## config.mk

```make
export PLATFORM = sky130hd
export DESIGN_NAME = current_fir_filter_mc
export DESIGN_NICKNAME = d
export VERILOG_FILES = /design/src/rtl/current_fir_filter_mc.sv
export SDC_FILE = /design/constraint.sdc
export NUM_CORES = 2
export LEC_CHECK = 0
export ABC_AREA = 0
export CAP_MARGIN = 20
export CORE_MARGIN = 3
export CORE_UTILIZATION = 45
export DETAILED_ROUTE_END_ITERATION = 10
export PLACE_DENSITY_LB_ADDON = 0.3
export SLEW_MARGIN = 20
export SYNTH_ARGS = -nofsm -noshare
export SYNTH_HDL_FRONTEND = slang
export SYNTH_SLANG_ARGS = --single-unit
```

## constraint.sdc

```tcl
create_clock -name clk -period 14.85 [get_ports clk]
set_clock_uncertainty 0.2 [all_clocks]
set_input_delay 2.97 -clock clk [delete_from_list [all_inputs] [get_ports clk]]
set_output_delay 2.97 -clock clk [all_outputs]
set_load 0.02 [all_outputs]
```

## src/rtl/current_fir_filter_mc.sv

```systemverilog
// -----------------------------------------------------------------------------
// current_fir_filter_mc
//
// Multi-channel direct-form FIR low-pass for interleaved current samples.
// A single time-multiplexed multiply-accumulate filters CHANNELS samples per
// Avalon-ST beat with a TAPS-deep filter. The coefficients are loadable at run
// time through a small write port.
//
// Ports:
//   clk, reset        clock, synchronous active-high reset
//   in_data/valid/ready   Avalon-ST sink, channel c at [c*DATA_WIDTH +: DATA_WIDTH]
//   out_data/valid/ready  Avalon-ST source, same packing as in_data
//   out_clip          per-channel saturation flag for the current out_data
//   coef_address/writedata/write/waitrequest  coefficient write port;
//                     h[k] multiplies x[n-k]
//
// Build option:
//   CURRENT_FIR_SATURATE_EN  when defined, results clamp to the DATA_WIDTH range
//                            and out_clip reports it. When undefined, results
//                            wrap and out_clip is tied to 0.
//
// Sequencing: CLEAR (zero the history) -> IDLE -> MAC (CHANNELS*TAPS products,
// channel-major) -> DRAIN (2 cycles of pipeline flush) -> IDLE.
// -----------------------------------------------------------------------------
module current_fir_filter_mc #(
  parameter int DATA_WIDTH = 16,
  parameter int CHANNELS   = 2,
  parameter int TAPS       = 8,
  parameter int COEF_WIDTH = 16,
  parameter int COEF_FRAC  = 15
) (
  input  logic                           clk,
  input  logic                           reset,
  input  logic [CHANNELS*DATA_WIDTH-1:0] in_data,
  input  logic                           in_valid,
  output logic                           in_ready,
  output logic [CHANNELS*DATA_WIDTH-1:0] out_data,
  output logic                           out_valid,
  input  logic                           out_ready,
  output logic [CHANNELS-1:0]            out_clip,
  input  logic [$clog2(TAPS)-1:0]        coef_address,
  input  logic [COEF_WIDTH-1:0]          coef_writedata,
  input  logic                           coef_write,
  output logic                           coef_waitrequest
);

  localparam int AW  = $clog2(TAPS);
  localparam int CW  = (CHANNELS > 1) ? $clog2(CHANNELS) : 1;
  localparam int PW  = DATA_WIDTH + COEF_WIDTH;
  localparam int ACC = PW + $clog2(TAPS);

  // Half an LSB of the output, so the final arithmetic shift rounds half-up.
  localparam logic signed [ACC-1:0] ROUND = ACC'(1) << (COEF_FRAC - 1);

  typedef enum logic [1:0] {
    S_CLEAR,
    S_IDLE,
    S_MAC,
    S_DRAIN
  } state_e;

  // Control state
  state_e          state_q;
  logic [AW-1:0]   tap_q;
  logic [CW-1:0]   ch_q;
  logic            drain_q;
  logic            out_valid_q;
  logic [CHANNELS*DATA_WIDTH-1:0] out_data_q;

  // Datapath storage
  logic [CHANNELS*DATA_WIDTH-1:0]  x_q;
  logic signed [DATA_WIDTH-1:0]    hist_q     [CHANNELS][TAPS-1];
  logic signed [COEF_WIDTH-1:0]    coef_q     [TAPS];
  logic signed [COEF_WIDTH-1:0]    coef_act_q [TAPS];
  logic signed [DATA_WIDTH-1:0]    res_q      [CHANNELS];

  // Product stage -> accumulate stage
  logic                 p_valid_q;
  logic                 p_first_q;
  logic                 p_last_q;
  logic [CW-1:0]        p_ch_q;
  logic signed [PW-1:0] prod_q;
  logic signed [ACC-1:0] acc_q;

  logic                          accept;
  logic                          coef_addr_ok;
  logic signed [DATA_WIDTH-1:0]  x_arr [CHANNELS];
  logic signed [DATA_WIDTH-1:0]  mac_x;
  logic signed [PW-1:0]          mac_prod;
  logic signed [ACC-1:0]         acc_d;
  logic signed [DATA_WIDTH-1:0]  res_d;

  assign in_ready         = (state_q == S_IDLE) && !out_valid_q;
  assign accept           = in_valid && in_ready;
  assign coef_waitrequest = (state_q == S_MAC) || (state_q == S_DRAIN);
  assign coef_addr_ok     = {1'b0, coef_address} < (AW+1)'(TAPS);
  assign out_valid        = out_valid_q;
  assign out_data         = out_data_q;

  // Operand select: tap 0 is the freshly latched sample, tap k>0 is history k-1.
  // NOTE: every always_comb output gets a value before any conditional
  // override, so no path can leave it unassigned and infer a latch.
  always_comb begin
    for (int c = 0; c < CHANNELS; c++) begin
      x_arr[c] = x_q[c*DATA_WIDTH +: DATA_WIDTH];
    end
    mac_x = x_arr[ch_q];
    if (tap_q != '0) begin
      mac_x = hist_q[ch_q][tap_q - AW'(1)];
    end
    mac_prod = PW'(mac_x) * PW'(coef_act_q[tap_q]);
  end

  // First tap of a channel restarts the sum from the rounding constant.
  assign acc_d = (p_first_q ? ROUND : acc_q) + ACC'(prod_q);

`ifdef CURRENT_FIR_SATURATE_EN
  logic                               clip_d;
  logic [ACC-COEF_FRAC-DATA_WIDTH:0]  res_hi;
  logic [CHANNELS-1:0]                res_clip_q;
  logic [CHANNELS-1:0]                out_clip_q;

  // The shifted result fits when all bits from its sign position upward agree.
  always_comb begin
    res_hi = acc_d[ACC-1:COEF_FRAC+DATA_WIDTH-1];
    res_d  = acc_d[COEF_FRAC +: DATA_WIDTH];
    clip_d = 1'b0;
    if (!((&res_hi) || !(|res_hi))) begin
      clip_d = 1'b1;
      res_d  = acc_d[ACC-1] ? {1'b1, {(DATA_WIDTH-1){1'b0}}}
                            : {1'b0, {(DATA_WIDTH-1){1'b1}}};
    end
  end

  always_ff @(posedge clk) begin
    if (reset) begin
      res_clip_q <= '0;
      out_clip_q <= '0;
    end else begin
      if (p_valid_q && p_last_q) res_clip_q[p_ch_q] <= clip_d;
      if (state_q == S_DRAIN && drain_q) out_clip_q <= res_clip_q;
    end
  end

  assign out_clip = out_clip_q;
`else
  assign res_d    = acc_d[COEF_FRAC +: DATA_WIDTH];
  assign out_clip = '0;
`endif

  // Control FSM with registered outputs.
  // NOTE: sequential state uses non-blocking assignments so every register
  // samples pre-edge values, independent of statement order.
  always_ff @(posedge clk) begin
    if (reset) begin
      state_q     <= S_CLEAR;
      tap_q       <= '0;
      ch_q        <= '0;
      drain_q     <= 1'b0;
      p_valid_q   <= 1'b0;
      out_valid_q <= 1'b0;
      out_data_q  <= '0;
    end else begin
      p_valid_q <= 1'b0;
      if (out_valid_q && out_ready) out_valid_q <= 1'b0;

      case (state_q)
        S_CLEAR: begin
          if (tap_q == AW'(TAPS-2)) begin
            tap_q <= '0;
            if (ch_q == CW'(CHANNELS-1)) begin
              ch_q    <= '0;
              state_q <= S_IDLE;
            end else begin
              ch_q <= ch_q + CW'(1);
            end
          end else begin
            tap_q <= tap_q + AW'(1);
          end
        end
        S_IDLE: begin
          if (accept) state_q <= S_MAC;
        end
        S_MAC: begin
          p_valid_q <= 1'b1;
          if (tap_q == AW'(TAPS-1)) begin
            tap_q <= '0;
            if (ch_q == CW'(CHANNELS-1)) begin
              ch_q    <= '0;
              state_q <= S_DRAIN;
            end else begin
              ch_q <= ch_q + CW'(1);
            end
          end else begin
            tap_q <= tap_q + AW'(1);
          end
        end
        S_DRAIN: begin
          drain_q <= 1'b1;
          if (drain_q) begin
            drain_q     <= 1'b0;
            out_valid_q <= 1'b1;
            for (int c = 0; c < CHANNELS; c++) begin
              out_data_q[c*DATA_WIDTH +: DATA_WIDTH] <= res_q[c];
            end
            state_q <= S_IDLE;
          end
        end
        default: state_q <= S_CLEAR;
      endcase
    end
  end

  // Datapath pipeline: product register, then accumulate and reduce.
  always_ff @(posedge clk) begin
    if (accept) x_q <= in_data;
    prod_q    <= mac_prod;
    p_first_q <= (tap_q == '0);
    p_last_q  <= (tap_q == AW'(TAPS-1));
    p_ch_q    <= ch_q;
    if (p_valid_q) begin
      acc_q <= acc_d;
      if (p_last_q) res_q[p_ch_q] <= res_d;
    end
  end

  // History: zeroed word by word in CLEAR, shifted once per channel after
  // that channel's last tap has been read.
  // NOTE: storage arrays carry no reset; CLEAR zeroes the history and the
  // coefficients deliberately survive reset.
  always_ff @(posedge clk) begin
    if (state_q == S_CLEAR) begin
      hist_q[ch_q][tap_q] <= '0;
    end else if (state_q == S_MAC && tap_q == AW'(TAPS-1)) begin
      for (int c = 0; c < CHANNELS; c++) begin
        if (ch_q == CW'(c)) begin
          for (int k = TAPS-2; k > 0; k--) begin
            hist_q[c][k] <= hist_q[c][k-1];
          end
          hist_q[c][0] <= x_arr[c];
        end
      end
    end
  end

  // Coefficients: writes land in coef_q; the active bank is snapshotted at
  // each accept, so a write in the same cycle as an accept applies from the
  // following sample. The array relies on the device's zero power-up state.
  always_ff @(posedge clk) begin
    if (coef_write && !coef_waitrequest && coef_addr_ok) begin
      coef_q[coef_address] <= coef_writedata;
    end
    if (accept) begin
      for (int k = 0; k < TAPS; k++) coef_act_q[k] <= coef_q[k];
    end
  end

endmodule

```

==> reports/summary.txt <==
vias in the first global route -> 22228
CTS tree -> done
fmax -> 105 MHz
critical path required time -> 15.21 ns
beginning of the critical path -> tap_q[0]
Final TNS setup -> 0 ns
initial drt markers -> 1791
hpwl dp -> 61000 um
post-synthesis mux area share -> 6.63%
main combinational cell family by area after synthesis -> adder cells
GRT busiest layer -> met2
CP Class -> reg -> reg
worst slew pin tran -> 1.06 ns
Tmin final -> 9.50 ns
P&R area growth vs syn -> 11.9%
hold path start -> coef_q[1][14]
antenna-violating nets left -> 0
Final Setup Violations -> 0
Simple-Gate Fraction of Synth Area -> 9.51%
All-Layer GR Usage -> 20.7%
Hold Fails Final Rpt -> 0
Synth cell types -> 80
Hold Buf Count CTS -> 0
Reg clk slew, reported paths -> 0.06 ns
register area share after synthesis -> 52.2%
ant diodes -> 0
synthesized flop and latch total -> 654
Hold Crit Class -> reg -> reg
met3 Usage GRT -> 3.67%
nets@finish -> 3217
commonest cells after routing, fill and taps aside -> edfxtp_1, inv_1, fa_1
syn_area_per_cell -> 13.4 um^2
share of cells above drive strength 1 -> 10.6%
CP dominant cell by count -> fa_1
yosys warns -> 0
Max stage delay on crit path -> 0.94 ns
PortBufs -> 90
DRC violations left -> 0
Worst path slowest cell -> o41ai_2
Die Y-Extent -> 289 um
via count -> 21017
# H-tree levels -> 3
clock sinks -> 654
Clk Tree Root Cell -> clkbuf_16
die area -> 83600 um^2
Core ar. -> 79300 um^2
Post-Route WL -> 83400 um
die extent in x -> 289 um
Crit Path Max Fanout -> 56
number of synthesized flops with an enable pin -> 575
max cap viols -> 0
RR Startpoint -> tap_q[0]
io pins -> 93
post-CTS sizing -> 0
Worst Path Arrival -> 9.86 ns
Overflow after GRT -> 0
Async SR Flop Fraction -> 0%
via/cell ratio -> 5.41
Synth Area in Adders -> 18.4%
met1 Use GR -> 27.5%
most common cell after layout, fill and taps aside -> edfxtp_1
first-pass GRT wire length -> 131000 um
RSZ-0062 raised after global routing -> false
Initial Util -> 45.5%
Syn Inst Count -> 2695
status -> completed
Rel. slew slack -> 28.8%
GP Congestion -> 0.881
Post-Synth XOR/XNOR Area -> 1.62%
clk buf depth -> 3
DRT Pass-1 Iters -> 6
synthesized cell area -> 36100 um^2
most used flip-flop cell after synthesis -> edfxtp_1
setup slack, reg-to-reg -> 5.35 ns
# Post-CTS Setup Buffers -> 0
initial antenna violation count -> 2
Fill cells -> 6653
routed len/inst -> 21.5 um
Clock Latency Late Sink -> 0.62 ns
grt met2 use -> 34.7%
pin count of the biggest net entering global routing -> 97
post-synthesis compound-gate area fraction -> 6.83%
row cnt -> 103
CP endpoint kind -> register
CP Launch Type -> register
Slew Limit Fails -> 0
cts bufs inserted -> 68
period utilization -> 64.0%
[cell type report]
type	instances	area, um^2	area share [%]
Multi-Input combinational cell	1615	15600	38.6
Timing Repair Buffer	138	1270	3.15
Clock buffer	84	1810	4.49
Clock inverter	38	392	0.970
Tap cell	1050	1310	3.25
Sequential cell	654	18900	46.7
Inverter	307	1150	2.85
[worst max-delay path: cells and delay by family (launching register included)]
family | cells | cell delay [ns]
fa+ha+maj | 8 | 3.71
compound gates | 8 | 2.50
xor+xnor | 2 | 0.74
simple gates | 4 | 0.91
flops | 1 | 0.31
buf+inv | 6 | 1.11
[routing by layer]
layer  vias to the layer above  wire length (um)  part of all wire, %
met5                         -                 0                    0
met4                         0              2490                  3.0
met3                       146              5180                  6.2
met2                       674             40800                   49
met1                     10688             34900                   42
li1                       9509                 -                    -
[logic make-up (layout without fill, tap and decap cells)]
kind of cell,count (synthesis),count (layout)
mux,136,136
other cells,1,2
buf+inv,427,567
compound gates,325,325
xor+xnor,65,65
simple gates,710,710
fa+ha+maj,377,377
flops,654,654
[per-stage QoR]
| step | hold slack, ns | instances | worst slack, ns | instance area [um^2] | util (%) |
|---|---|---|---|---|---|
| finish | 0.205 | 3886 | 5.35 | 40400 | 51.0 |
| global route | 0.222 | 3886 | 4.88 | 40400 | 51.0 |
| CTS | 0.198 | 3885 | 5.43 | 40400 | 50.9 |
| detailed placement | 0.205 | 3763 | 5.40 | 38200 | 48.1 |
| global placement | 0.200 | 3763 | 5.67 | 38200 | 48.1 |
| floorplan | 0.126 | 2696 | 6.96 | 36100 | - |
[final timing paths]
kind                                          end  depth (start not counted)
worst max register to register         prod_q[30]                         28
worst max-delay path                   prod_q[30]                         28
worst min register to register  coef_act_q[1][14]                          0
worst min-delay path            coef_act_q[1][14]                          0
[state kept, by name, indices dropped and copies added (netlist names), 2 cells and up, named ones only]
| signal | count |
|---|---|
| acc_q | 31 |
| x_q | 32 |
| tap_q | 3 |
| res_q | 32 |
| coef_q | 128 |
| prod_q | 31 |
| state_q | 2 |
| coef_act_q | 128 |
| out_data | 32 |
| hist_q | 224 |
[synth_stat cells (all sizes together) (4+ instances only)]
cell type	number	area share, %
nand2b	31	0.54
a21oi	102	1.5
mux4	80	5.0
clkbuf	72	0.75
o41ai	9	0.56
buf	48	0.81
o21a	7	0.15
inv	307	3.2
a2111oi	7	0.31
a21boi	18	0.38
dfxtp	79	4.4
xor2	14	0.36
a21o	91	1.9
nand2	237	2.5
and2	52	0.90
or2	8	0.14
edfxtp	575	48
mux2	11	0.34
nand3	6	0.083
nor2	164	1.7
a211o	4	0.097
nor2b	77	1.3
a31oi	11	0.27
a211oi	7	0.15
o21ai	29	0.42
ha	120	4.2
o21bai	12	0.25
and3	115	2.0
fa	257	14
nor3	9	0.12
mux2i	45	1.3
xnor2	51	1.3
o41a	6	0.19
Power is left out: the tool's default activity adds up to more than one toggle a clock period on the data nets, which glitch-free logic cannot reach.
